==> src/rtl/bin2bcd_conv.sv <==
// bin2bcd_conv: 8-bit unsigned binary to three-digit BCD converter.
// Double-dabble (shift-and-add-3): one bit per SHIFT cycle, 8 SHIFT
// cycles, then a single DONE cycle. The digit and blank outputs are
// registered and change only on the edge that completes the conversion.
// Optional leading-zero blanking is enabled by defining BIN2BCD_LZB_EN.
module bin2bcd_conv (
    input  logic       clk,
    input  logic       rst_n,
    input  logic       start,
    input  logic [7:0] bin,
    output logic       busy,
    output logic       done,
    output logic [3:0] ones,
    output logic [3:0] tens,
    output logic [3:0] hundreds,
    output logic [2:0] blank
);

    typedef enum logic [1:0] {
        IDLE  = 2'd0,
        SHIFT = 2'd1,
        DONE  = 2'd2
    } state_t;

`ifdef BIN2BCD_LZB_EN
    localparam logic [2:0] BLANK_RST = 3'b110;
`else
    localparam logic [2:0] BLANK_RST = 3'b000;
`endif

    state_t      state_q, state_d;
    logic [7:0]  shift_q, shift_d;
    logic [11:0] scratch_q, scratch_d;
    logic [2:0]  cnt_q, cnt_d;
    logic [3:0]  ones_q, ones_d;
    logic [3:0]  tens_q, tens_d;
    logic [3:0]  hundreds_q, hundreds_d;
    logic [2:0]  blank_q, blank_d;

    logic [11:0] scratch_adj;
    logic [11:0] scratch_fin;
    logic        shift_out_unused;
    logic        last_shift;

    // Blank pattern for a given result: leading zeros dark when enabled.
    function automatic logic [2:0] blank_of(input logic [3:0] h, input logic [3:0] t);
`ifdef BIN2BCD_LZB_EN
        return {(h == 4'd0), (h == 4'd0) && (t == 4'd0), 1'b0};
`else
        return 3'b000;
`endif
    endfunction

    // Add-3 correction of every scratch digit that is 5 or more.
    genvar gi;
    generate
        for (gi = 0; gi < 3; gi++) begin : g_adj
            assign scratch_adj[gi*4 +: 4] = (scratch_q[gi*4 +: 4] >= 4'd5)
                                          ? scratch_q[gi*4 +: 4] + 4'd3
                                          : scratch_q[gi*4 +: 4];
        end
    endgenerate

    // The bit shifted out of the hundreds digit is always zero for 8-bit input.
    assign {shift_out_unused, scratch_fin} = {scratch_adj, shift_q[7]};
    assign last_shift = (state_q == SHIFT) && (cnt_q == 3'd7);

    // State register.
    always_ff @(posedge clk or negedge rst_n) begin
        if (!rst_n) begin
            state_q <= IDLE;
        end else begin
            state_q <= state_d;
        end
    end

    // Next-state logic: start only matters in IDLE; DONE always returns to IDLE.
    always_comb begin
        state_d = state_q;
        case (state_q)
            IDLE:    if (start) state_d = SHIFT;
            SHIFT:   if (cnt_q == 3'd7) state_d = DONE;
            DONE:    state_d = IDLE;
            default: state_d = IDLE;
        endcase
    end

    // Status outputs decoded from the registered state.
    always_comb begin
        busy = (state_q == SHIFT);
        done = (state_q == DONE);
    end

    // Datapath next values: capture on start, shift in SHIFT, publish on the last shift.
    always_comb begin
        shift_d    = shift_q;
        scratch_d  = scratch_q;
        cnt_d      = cnt_q;
        ones_d     = ones_q;
        tens_d     = tens_q;
        hundreds_d = hundreds_q;
        blank_d    = blank_q;
        if (state_q == IDLE && start) begin
            shift_d   = bin;
            scratch_d = 12'd0;
            cnt_d     = 3'd0;
        end else if (state_q == SHIFT) begin
            shift_d   = {shift_q[6:0], 1'b0};
            scratch_d = scratch_fin;
            cnt_d     = cnt_q + 3'd1;
            if (last_shift) begin
                ones_d     = scratch_fin[3:0];
                tens_d     = scratch_fin[7:4];
                hundreds_d = scratch_fin[11:8];
                blank_d    = blank_of(scratch_fin[11:8], scratch_fin[7:4]);
            end
        end
    end

    // Datapath registers.
    always_ff @(posedge clk or negedge rst_n) begin
        if (!rst_n) begin
            shift_q    <= 8'd0;
            scratch_q  <= 12'd0;
            cnt_q      <= 3'd0;
            ones_q     <= 4'd0;
            tens_q     <= 4'd0;
            hundreds_q <= 4'd0;
            blank_q    <= BLANK_RST;
        end else begin
            shift_q    <= shift_d;
            scratch_q  <= scratch_d;
            cnt_q      <= cnt_d;
            ones_q     <= ones_d;
            tens_q     <= tens_d;
            hundreds_q <= hundreds_d;
            blank_q    <= blank_d;
        end
    end

    assign ones     = ones_q;
    assign tens     = tens_q;
    assign hundreds = hundreds_q;
    assign blank    = blank_q;

endmodule

==> config.mk <==
export PLATFORM = sky130hd
export DESIGN_NAME = bin2bcd_conv
export DESIGN_NICKNAME = d
export VERILOG_FILES = /design/src/rtl/bin2bcd_conv.sv
export SDC_FILE = /design/constraint.sdc
export NUM_CORES = 1
export LEC_CHECK = 0
export CORE_MARGIN = 2
export CORE_UTILIZATION = 45
export CTS_BUF_LIST = sky130_fd_sc_hd__clkbuf_8 sky130_fd_sc_hd__clkbuf_16
export DETAILED_ROUTE_END_ITERATION = 10
export PLACE_DENSITY = 0.69
export RECOVER_POWER = 50
export SYNTH_ARGS = -nofsm -noshare
export SYNTH_HDL_FRONTEND = slang
export SYNTH_SLANG_ARGS = --single-unit
==> constraint.sdc <==
create_clock -name clk -period 2.46 [get_ports clk]
set_input_delay 0.492 -clock clk [delete_from_list [all_inputs] [get_ports clk]]
set_output_delay 0.492 -clock clk [all_outputs]
set_load 0.01 [all_outputs]
-- Word level (Yosys, flattened, before mapping)
Cells that the tools add are included.
- word-level logic and storage cells: 38
- latch bits: 0
- memories: 0
- output and inout bits: 17
- input port bits: 11
- bits in writable memories: 0
- bits in registers: 37
- ROM bits: 0
- mux-type cells: 12
- multiply operators: 0
- div/mod/pow operators: 0
- equal/unequal tests: 5
- magnitude comparators: 3
- $add $sub $neg: 4
- shift operators: 0
- reduce and logical (&&, ||, !) cells: 6
- bitwise operators: 1
- operators with widths (operator ; number):
    $mux W12 ; 2
    $mux W8 ; 2
    $ge A4 B3 Y1 const B ; 3
    $mux W3 ; 3
    $add A4 B2 Y4 const B ; 2
    $mux W4 ; 2
    $mux W2 ; 2
    $pmux W2 S2 ; 1
    $add A3 B1 Y3 const B ; 1
    $add A3 B2 Y3 const B ; 1
    $eq A3 B3 Y1 const B ; 1
    $reduce_and A3 Y1 ; 1
    $eq A2 B1 Y1 const B ; 1
    $eq A2 B2 Y1 const B ; 1
    $logic_and A1 B1 Y1 ; 2
    $logic_not A2 Y1 ; 1
    $ne A2 B1 Y1 const B ; 1
    $ne A2 B2 Y1 const B ; 1
    $reduce_and A2 Y1 ; 1
    $reduce_bool A2 Y1 ; 1
    $not A1 Y1 ; 1

-- Depth between registers and ports, before layout
Gate-level depths: netlist of the first run.
- depth after elaboration: 4
- depth in mapped cells: 7
- depth with buffers taken out: 6

-- Worst setup path after synthesis of the first run
Ideal clock, no wire load.
- kind: reg-to-reg
- start point: register scratch_q[4]
- end point: register scratch_q[6]
- cell stages (with the launch flop): 7
- setup slack: 988 ps
- arrival time: 1390 ps
- setup time: 83 ps
- period minus slack after synthesis: 1472 ps
- data required time: 2377 ps
- path buffers: 0
- cells stage by stage: dfrtp_1 -> inv_1 -> ha_1 -> nand2b_1 -> a21oi_2 -> mux2_2 -> o21ai_0
- longest elaborated chain between the ends: 4
- elaborated cells on any way between the ends: 5
- those cells by class: add/sub (1); order compare (1); mux (3)
- RTL lines (element ; line ; RTL):
    start, declared ; 33 ; logic [11:0] scratch_q, scratch_d;
    start signal, assigned ; 132 ; scratch_q <= scratch_d;
    $add A4 B2 Y4 / $ge A4 B3 Y1 (equally long branches) ; 59, 58 ;
    $mux W4 (*) ; 59 ; ? scratch_q[gi*4 +: 4] + 4'd3
    $mux W12 (*) ; 107 ; end else if (state_q == SHIFT) begin
    $mux W12 (*) ; 103 ; if (state_q == IDLE && start) begin
Mark *: on every way between the ends. The rest lies on a longest branch, timed or not. The select of a mux whose other input is x is not followed.
A chain may end at the register's enable or synchronous reset.

-- Final worst setup path of the first run
- start point: register state_q[1]
- end point: output busy
- longest elaborated chain between the ends: 1
- RTL lines (element ; line ; RTL):
    start, declared ; 31 ; state_t state_q, state_d;
    start signal, assigned ; 73 ; state_q <= state_d;
    $eq A2 B1 Y1 ; 90 ; busy = (state_q == SHIFT);
    end, declared ; 11 ; output logic busy,
No other way between the ends.

==> flow_summary.json, run 1 <==
{
  "hold_path.class": "flop to flop",
  "worst_slew_pin_slew_ps": 900,
  "crit_arrival_ps": 1880,
  "synth-seq-area-share_pct": 50.3,
  "cts_buffers": 5,
  "yosys.cell_count.top_type": "dfrtp_1",
  "cp_num_cells": 3,
  "tritoncts": "yes",
  "ff2ff_path_depth": 6,
  "numPortBuffers": 24,
  "cp_cell_sequence": "nand2b_1 > inv_8 > clkdlybuf4s50_1",
  "whs_path_depth": 2,
  "nets": 221,
  "yosysTopAreaCell": "dfrtp_1",
  "cts_sinks": 37,
  "path_class": "flop to primary output",
  "synthCells": 176,
  "setup_viol": 0,
  "critPathRequiredTime_ps": 1970,
  "synth_commonest_cells": "dfrtp_1, o21ai_0, nand2_1",
  "synthArstFlopShare_pct": 100,
  "netlist.area_leader.share_pct": 50.3,
  "leakage_nw": 0.968,
  "ios": 28,
  "slowest_delay_ps": 540,
  "post_cts_resized": 0,
  "grt_max_degree": 38,
  "wl_per_cell_um": 14.1,
  "max_freq_ghz": 0.422,
  "stdcell_count": 253,
  "synth_area_per_cell_sq_um": 10.5,
  "gp_congestion": 0.833,
  "ys.flop_type": "dfrtp_1",
  "path_delay_family": "buffers and inverters",
  "worstSetupStartpointType": "flop",
  "synth.distinct_cells": 28,
  "drcViolationCount": 0,
  "die_x_um": 68.0,
  "area_delta_synth_final_pct": 18.8,
  "drt_first_pass_iters": 4,
  "yosysWarnings": 0,
  "insertion_delay_ps": 290,
  "whs_ps": 473,
  "critPathCaptureType": "primary output",
  "drive_gt1_share_pct": 11.3,
  "rsz0062_at_grt": "no",
  "dp_hpwl_um": 2450,
  "rows": 23,
  "slowest_stage": "clkdlybuf4s50_1",
  "ir_drop_mv": 0.770,
  "drtIter0Drc": 67,
  "insertedDiodeCount": 0,
  "hold_buffers": 0,
  "max-slew-margin-rel_pct": 40.0,
  "start_util_pct": 46.4,
  "drt.antenna.violating_nets": 0,
  "cts_setup_buffers": 0,
  "fin_setup_tns_ps": 0,
  "synthTopCellsByArea": "dfrtp_1, o21ai_0, ha_1",
  "fillerInstances": 344,
  "syn_area_sq_um": 1840,
  "outcome": "complete, no violations",
  "htree_levels": 2,
  "fin_crit_sh_pct": 96.3,
  "power.density_nw_per_um2": 1260,
  "critPathBufInv": 2,
  "fin_crit_ps": 2370,
  "vias_per_cell": 5.33,
  "first_global_vias": 1350,
  "core_area_sq_um": 3970,
  "overflow": 0,
  "synth-seq-cells": 37,
  "fin_skew_ps": 8.19,
  "finalPower_mw": 2.76,
  "cap_violations": 0,
  "cp_max_fo": 12,
  "wl_um": 3560,
  "dp.cells": 245,
  "die-area_sq_um": 4620,
  "grt_antenna_before_repair": 0,
  "clkTransAtPathRegs_ps": 70,
  "cts_root_buf": "clkbuf_8",
  "grt_pass1_wl_um": 6250,
  "num_vias": 1349,
  "cts_max_path_buffers": 2,
  "final_hold_viol_count": 0,
  "die_h_um": 68.0,
  "synth-edff-count": 0,
  "drv_slew": 0,
  "grt_use_total_pct": 18.3
}
==> cells by family (layout without fill, tap and decap cells) <==
family          Yosys count  in the layout  synth area share, %
compound gates           58             58                 18.7
mux                       7              7                 4.89
other cells               1              3                0.204
simple gates             44             44                 13.2
fa+ha+maj                 8              8                 5.43
buf+inv                  18             43                 5.84
xor+xnor                  3              3                 1.43
flops                    37             37                 50.3
==> cells in the final DEF (no fill, tap or decap) <==
cell type         n
clkinv_2          2
nor3_1            3
a21oi_2           3
inv_8             1
o21bai_1          1
inv_4             1
mux2_2            4
nor3b_1           5
a21oi_1          14
mux2_4            3
nand2_1          18
nand2b_1          4
a22o_1            6
buf_4             2
nand2_8           1
nor2b_1           9
inv_1             7
dlygate4sd3_1     4
clkbuf_2          1
ha_1              8
clkbuf_8          5
nand3_1           3
conb_1            3
xnor2_1           3
o21ai_1           2
clkdlybuf4s50_1  20
a22oi_1           7
o21ai_0          25
and2b_1           1
dfrtp_1          37
==> final timing paths <==
path | start | to | slack [ps]
setup reg to reg | state_q[1] | hundreds[1] | 470
setup / recovery | state_q[1] | busy | 90
min in group asynchronous | rst_n | tens[3] | 860
hold reg to reg | hundreds[2] | hundreds[2] | 470
hold / removal | hundreds[2] | hundreds[2] | 470
max in group asynchronous | rst_n | hundreds[1] | 1030
==> power breakdown <==
part           switching [mW]  internal [mW]
Combinational           0.617          0.633
Sequential              0.233          0.872
Clock                   0.209          0.192
Total                    1.06           1.70
==> tightest hold or removal path, stage by stage, from the launching register on <==
cell,delay [ps]
dfrtp_1,340
nand2_1,40
o21ai_0,60
==> state kept, by name, summed over array words and instances, names as in the netlist <==
register,count
state_q,2
ones,4
tens,4
scratch_q,12
cnt_q,3
hundreds,4
shift_q,8
==> layer usage <==
layer / track usage [%] / up-vias / part of all wire (%)
li1: - / 660 / -
met1: 23.9 / 648 / 47
met2: 28.8 / 33 / 47
met3: 5.10 / 8 / 4.3
met4: 7.00 / 0 / 2.0
met5: 0 / - / 0
==> final cells by class <==
class	instances	area, sq um	area share (%)
Sequential cell	37	926	42.3
Multi-Input combinational cell	123	816	37.3
Timing Repair Buffer	27	260	11.9
Clock buffer	5	68.8	3.15
Tap cell	50	62.6	2.86
Inverter	8	40.0	1.83
Clock inverter	3	13.8	0.629
==> metrics by stage <==
step	worst slack [ps]	util, %	area [sq um]
3_3_place_gp	401	53.1	2110
4_1_cts	74.6	55.1	2190
2_1_floorplan	988	-	1850
6_report	90.8	55.1	2190
5_1_grt	7.89	55.1	2190
3_5_place_dp	330	53.1	2110
Note: power is estimated with default switching activity, not from simulation.
==> inputs of run 2 (changes only) <==
--- a/config.mk
+++ b/config.mk
@@ -9,7 +9,8 @@
 export CORE_UTILIZATION = 45
 export CTS_BUF_LIST = sky130_fd_sc_hd__clkbuf_8 sky130_fd_sc_hd__clkbuf_16
 export DETAILED_ROUTE_END_ITERATION = 10
-export PLACE_DENSITY = 0.69
+export DONT_BUFFER_PORTS = 1
+export PLACE_DENSITY = 0.61
 export RECOVER_POWER = 50
 export SYNTH_ARGS = -nofsm -noshare
 export SYNTH_HDL_FRONTEND = slang
==> flow_summary.json, run 2 (synthesis results as in run 1) <==
{
  "max-slew-margin-rel_pct": 24.2,
  "drive_gt1_share_pct": 12.4,
  "critPathBufInv": 1,
  "fillerInstances": 374,
  "insertion_delay_ps": 280,
  "vias_per_cell": 5.48,
  "pre_cts_ws_ps": 611,
  "outcome": "complete, no violations",
  "drt.antenna.violating_nets": 0,
  "fin_setup_tns_ps": 0,
  "power_frac_seq_pct": 44.9,
  "power_frac_comb_pct": 39.0,
  "rsz0062_at_grt": "no",
  "p_int_mw": 1.54,
  "clkTransAtPathRegs_ps": 80,
  "crit_arrival_ps": 1470,
  "ir_drop_mv": 0.464,
  "grt_antenna_before_repair": 0,
  "pwr-share-clk_pct": 16.1,
  "ios": 28,
  "fin_crit_sh_pct": 79.8,
  "rows": 23,
  "critPathRequiredTime_ps": 1970,
  "cap_violations": 0,
  "reg2reg_from": "state_q[0]",
  "cp_max_fo": 18,
  "cts_root_buf": "clkbuf_8",
  "cts_setup_buffers": 0,
  "worstSetupStartpointType": "flop",
  "finalPower_mw": 2.58,
  "die_x_um": 68.0,
  "regToRegSetupSlack_ps": 640,
  "overflow": 0,
  "path_delay_family": "flip-flops",
  "top_regs": "scratch_q x12, shift_q x8",
  "gp_congestion": 0.796,
  "grt_pass1_wl_um": 5570,
  "critPathCaptureType": "primary output",
  "area_delta_synth_final_pct": 5.91,
  "largest_reg_flops": 12,
  "wl_per_cell_um": 14.9,
  "leakage_nw": 0.861,
  "htree_levels": 2,
  "ff2ff_path_depth": 3,
  "nets": 195,
  "cts_sinks": 37,
  "grt_max_degree": 38,
  "insertedDiodeCount": 0,
  "start_util_pct": 46.4,
  "cts_buffers": 5,
  "dp_hpwl_um": 2350,
  "final_cell_mix": "dfrtp_1, o21ai_0, nand2_1",
  "first_global_vias": 1223,
  "regArea_sq_um": 926,
  "drcViolationCount": 0,
  "worst_slew_pin_slew_ps": 1130,
  "drtIter0Drc": 88,
  "multiInputGateArea_sq_um": 816,
  "slowest_stage": "dfrtp_1",
  "slowest_delay_ps": 510,
  "final_hold_viol_count": 0,
  "worst_slack_ps": 497,
  "die_h_um": 68.0,
  "core_area_sq_um": 3970,
  "cts_max_path_buffers": 2,
  "tritoncts": "yes",
  "path_class": "flop to primary output",
  "r2r_end": "scratch_q[3]",
  "setup_viol": 0,
  "cp_cell_sequence": "nand2b_1 > inv_8",
  "num_vias": 1243,
  "fin_skew_ps": 9.47,
  "numPortBuffers": 0,
  "final_common_cell": "dfrtp_1",
  "drt_first_pass_iters": 4,
  "max_freq_ghz": 0.509,
  "hold_path.class": "primary input to async pin",
  "die-area_sq_um": 4620,
  "fin_crit_ps": 1960,
  "max_flop_register": "scratch_q",
  "drv_slew": 0,
  "grt_use_total_pct": 16.3,
  "swShare_pct": 40.6,
  "power.density_nw_per_um2": 1320,
  "wl_um": 3380,
  "p_sw_mw": 1.05
}
## run 2: cell types whose count changed in the layout (fill, tap and decap cells not counted)
cell	change
clkbuf_2	-1
clkdlybuf4s50_1	-20
clkinvlp_4	+1
inv_1	-1
buf_12	+1
dlygate4sd3_1	-4
buf_4	-2
## run 2: layer usage
layer	vias up	routed length [um]	global-route usage [%]
met3	2	166	4.61
met5	-	0	0
met4	0	23	6.00
li1	608	-	-
met1	609	1540	20.9
met2	24	1650	26.2
## run 2: layout make-up
class	instances	share of cell area, %
clock inverters	3	0.898
repair buffers	1	1.03
clock buffers	5	3.53
well taps	50	3.21
multi-input cells	123	41.8
flip-flops and latches	37	47.5
inverters	8	2.05
## run 2: worst max path at each step
| stage | start | end | depth (start not counted) |
|---|---|---|---|
| 2_1_floorplan | scratch_q[4] | scratch_q[6] | 6 |
| 3_3_place_gp | state_q[1] | ones[1] | 5 |
| 3_5_place_dp | state_q[1] | ones[1] | 5 |
| 4_1_cts | state_q[1] | busy | 2 |
| 5_1_grt | state_q[1] | busy | 2 |
| 6_report | state_q[1] | busy | 2 |
## run 2: repair_timing
action                                 4_1_cts  5_1_grt
hold buffers                                 1        0
setup endpoints to repair                    0        0
endpoints found under the hold margin       37        0
resized for setup                            0        0
## run 2: power by group through the flow
stage	Sequential (mW)	Clock (mW)	Combinational, mW
floorplan	1.08	0	0.883
global placement	1.16	0	0.965
detailed placement	1.17	0	1.01
CTS	1.16	0.425	1.02
global route	1.20	0.461	1.15
finish	1.16	0.415	1.01
## run 2: per-stage QoR
step           util [%]  cells  area [sq um]  hold WS (ps)
3_5_place_dp       46.4    218          1840           197
5_1_grt            49.1    227          1950          37.9
4_1_cts            49.1    227          1950          43.1
2_1_floorplan         -    178          1850           196
6_report           49.1    227          1950          33.7
3_3_place_gp       46.4    218          1840           197
==> inputs of run 3 (changes only) <==
--- a/config.mk
+++ b/config.mk
@@ -10,7 +10,7 @@
 export CTS_BUF_LIST = sky130_fd_sc_hd__clkbuf_8 sky130_fd_sc_hd__clkbuf_16
 export DETAILED_ROUTE_END_ITERATION = 10
 export DONT_BUFFER_PORTS = 1
-export PLACE_DENSITY = 0.61
+export PLACE_DENSITY = 0.63
 export RECOVER_POWER = 50
 export SYNTH_ARGS = -nofsm -noshare
 export SYNTH_HDL_FRONTEND = slang
==> constraint.sdc (replaced) <==
create_clock -name clk -period 1.7 [get_ports clk]
set_input_delay 0.34 -clock clk [delete_from_list [all_inputs] [get_ports clk]]
set_output_delay 0.34 -clock clk [all_outputs]
set_load 0.01 [all_outputs]
==> flow_summary.json, run 3 (synthesis results as in run 1) <==
{
  "outcome": "complete, no violations",
  "crit_start": "scratch_q[8]",
  "numPortBuffers": 0,
  "clkTransAtPathRegs_ps": 70,
  "area_delta_synth_final_pct": 10.9,
  "first_global_vias": 1257,
  "insertedDiodeCount": 0,
  "max_flop_register": "scratch_q",
  "utilization_pct": 51.4,
  "cts_root_buf": "clkbuf_8",
  "grt_antenna_before_repair": 0,
  "multiInputGateArea_sq_um": 853,
  "largest_reg_flops": 12,
  "setup_viol": 0,
  "max-slew-margin-rel_pct": 39.7,
  "path_class": "flop to flop",
  "ir_drop_mv": 0.716,
  "max_freq_ghz": 0.618,
  "insertion_delay_ps": 290,
  "top_layer": "met4",
  "gp_congestion": 0.747,
  "worst_slew_pin_slew_ps": 905,
  "whs_path_depth": 2,
  "cts_max_path_buffers": 2,
  "drcViolationCount": 0,
  "grt_use_total_pct": 18.3,
  "nets": 204,
  "dp.cells": 223,
  "fin_crit_sh_pct": 95.2,
  "ios": 28,
  "grt_max_degree": 38,
  "final_hold_viol_count": 0,
  "critPathRequiredTime_ps": 1900,
  "core_area_sq_um": 3970,
  "power.density_nw_per_um2": 1940,
  "leakage_nw": 0.907,
  "hold_path.class": "primary input to flop",
  "drtIter0Drc": 66,
  "drv_slew": 0,
  "stdcell_count": 235,
  "num_vias": 1288,
  "overflow": 0,
  "vias_per_cell": 5.48,
  "drt.antenna.violating_nets": 0,
  "reg2reg_from": "scratch_q[8]",
  "tritoncts": "yes",
  "ff2ff_path_depth": 5,
  "dp_hpwl_um": 2390,
  "final_cell_mix": "dfrtp_1, o21ai_0, nand2_1",
  "critPathCaptureType": "flop",
  "cap_violations": 0,
  "cts_sinks": 37,
  "die_h_um": 68.0,
  "wl_met3_um": 159,
  "die-area_sq_um": 4620,
  "regToRegSetupSlack_ps": 80,
  "grt_pass1_wl_um": 6110,
  "crit_arrival_ps": 1820,
  "top_regs": "scratch_q x12, shift_q x8",
  "worstSetupStartpointType": "flop",
  "crit_path_end": "scratch_q[10]",
  "cts_buffers": 5,
  "start_util_pct": 46.4,
  "wl_met2_um": 1770,
  "fin_crit_ps": 1620,
  "final_common_cell": "dfrtp_1",
  "regArea_sq_um": 926,
  "drive_gt1_share_pct": 16.8,
  "r2r_end": "scratch_q[10]",
  "fin_setup_tns_ps": 0,
  "wl_um": 3630,
  "rows": 23,
  "wl_met1_um": 1640,
  "rsz0062_at_grt": "no",
  "drt_first_pass_iters": 4,
  "wl_per_cell_um": 15.4,
  "cp_max_fo": 4,
  "htree_levels": 2,
  "fin_skew_ps": 5.46,
  "fillerInstances": 349,
  "die_x_um": 68.0
}
==> run 3: cell types whose count changed in the layout (fill, tap and decap cells not counted), sizes merged <==
cell         delta
clkbuf          +2
buf             +7
dlygate4sd3     +1
clkinv          -2
clkinvlp        -1
inv             +1
==> run 3: worst min-delay path by stage <==
stage,from,end,slack [ps]
3_3_place_gp,rst_n,ones[3],50
2_1_floorplan,rst_n,cnt_q[0],40
4_1_cts,bin[3],shift_q[3],260
5_1_grt,bin[4],shift_q[4],260
6_report,bin[1],shift_q[1],260
3_5_place_dp,rst_n,ones[3],50
==> run 3: stage by stage <==
stage | hold WS, ps | area [sq um] | setup slack, ps | power (mW)
after floorplan | 44.4 | 1850 | 228 | 2.85
after global placement | 45.4 | 1880 | 129 | 3.10
after detailed placement | 45.3 | 1880 | 56.1 | 3.19
after CTS | 256 | 2000 | 39.4 | 3.85
after global routing | 260 | 2040 | 3.37 | 4.35
final | 258 | 2040 | 81.8 | 3.96
==> run 3: cell type report <==
| class | count | share of cell area (%) |
|---|---|---|
| well taps | 50 | 3.06 |
| clock inverters | 1 | 0.184 |
| multi-input cells | 123 | 41.8 |
| flip-flops and latches | 37 | 45.3 |
| repair buffers | 10 | 3.67 |
| clock buffers | 6 | 4.04 |
| inverters | 8 | 1.96 |
==> run 3: critical path, stage by stage, from the launching register on <==
cell	delay, ps
dfrtp_1	430
ha_1	220
nand2b_1	150
a21oi_2	200
mux2_2	370
o21ai_0	170
==> run 3: report_power, final <==
part / switching, mW / total [mW] / internal (mW) / leakage (nW)
Clock: 0.297 / 0.612 / 0.316 / 0.0485
Combinational: 0.885 / 1.71 / 0.828 / 0.385
Sequential: 0.375 / 1.64 / 1.26 / 0.474
Total: 1.56 / 3.96 / 2.41 / 0.907
==> run 3: repair_timing <==
item                                   4_1_cts  5_1_grt
setup endpoints to repair                    0        6
resized for setup                            0        9
endpoints found under the hold margin       37        0
setup buffers                                0        3
hold buffers                                 2        0
==> run 3: routing by layer <==
metal | vias to the layer above | track usage (%)
met5 | - | 0
met4 | 0 | 7.50
met3 | 6 | 6.58
met2 | 27 | 28.4
met1 | 627 | 23.0
li1 | 628 | -
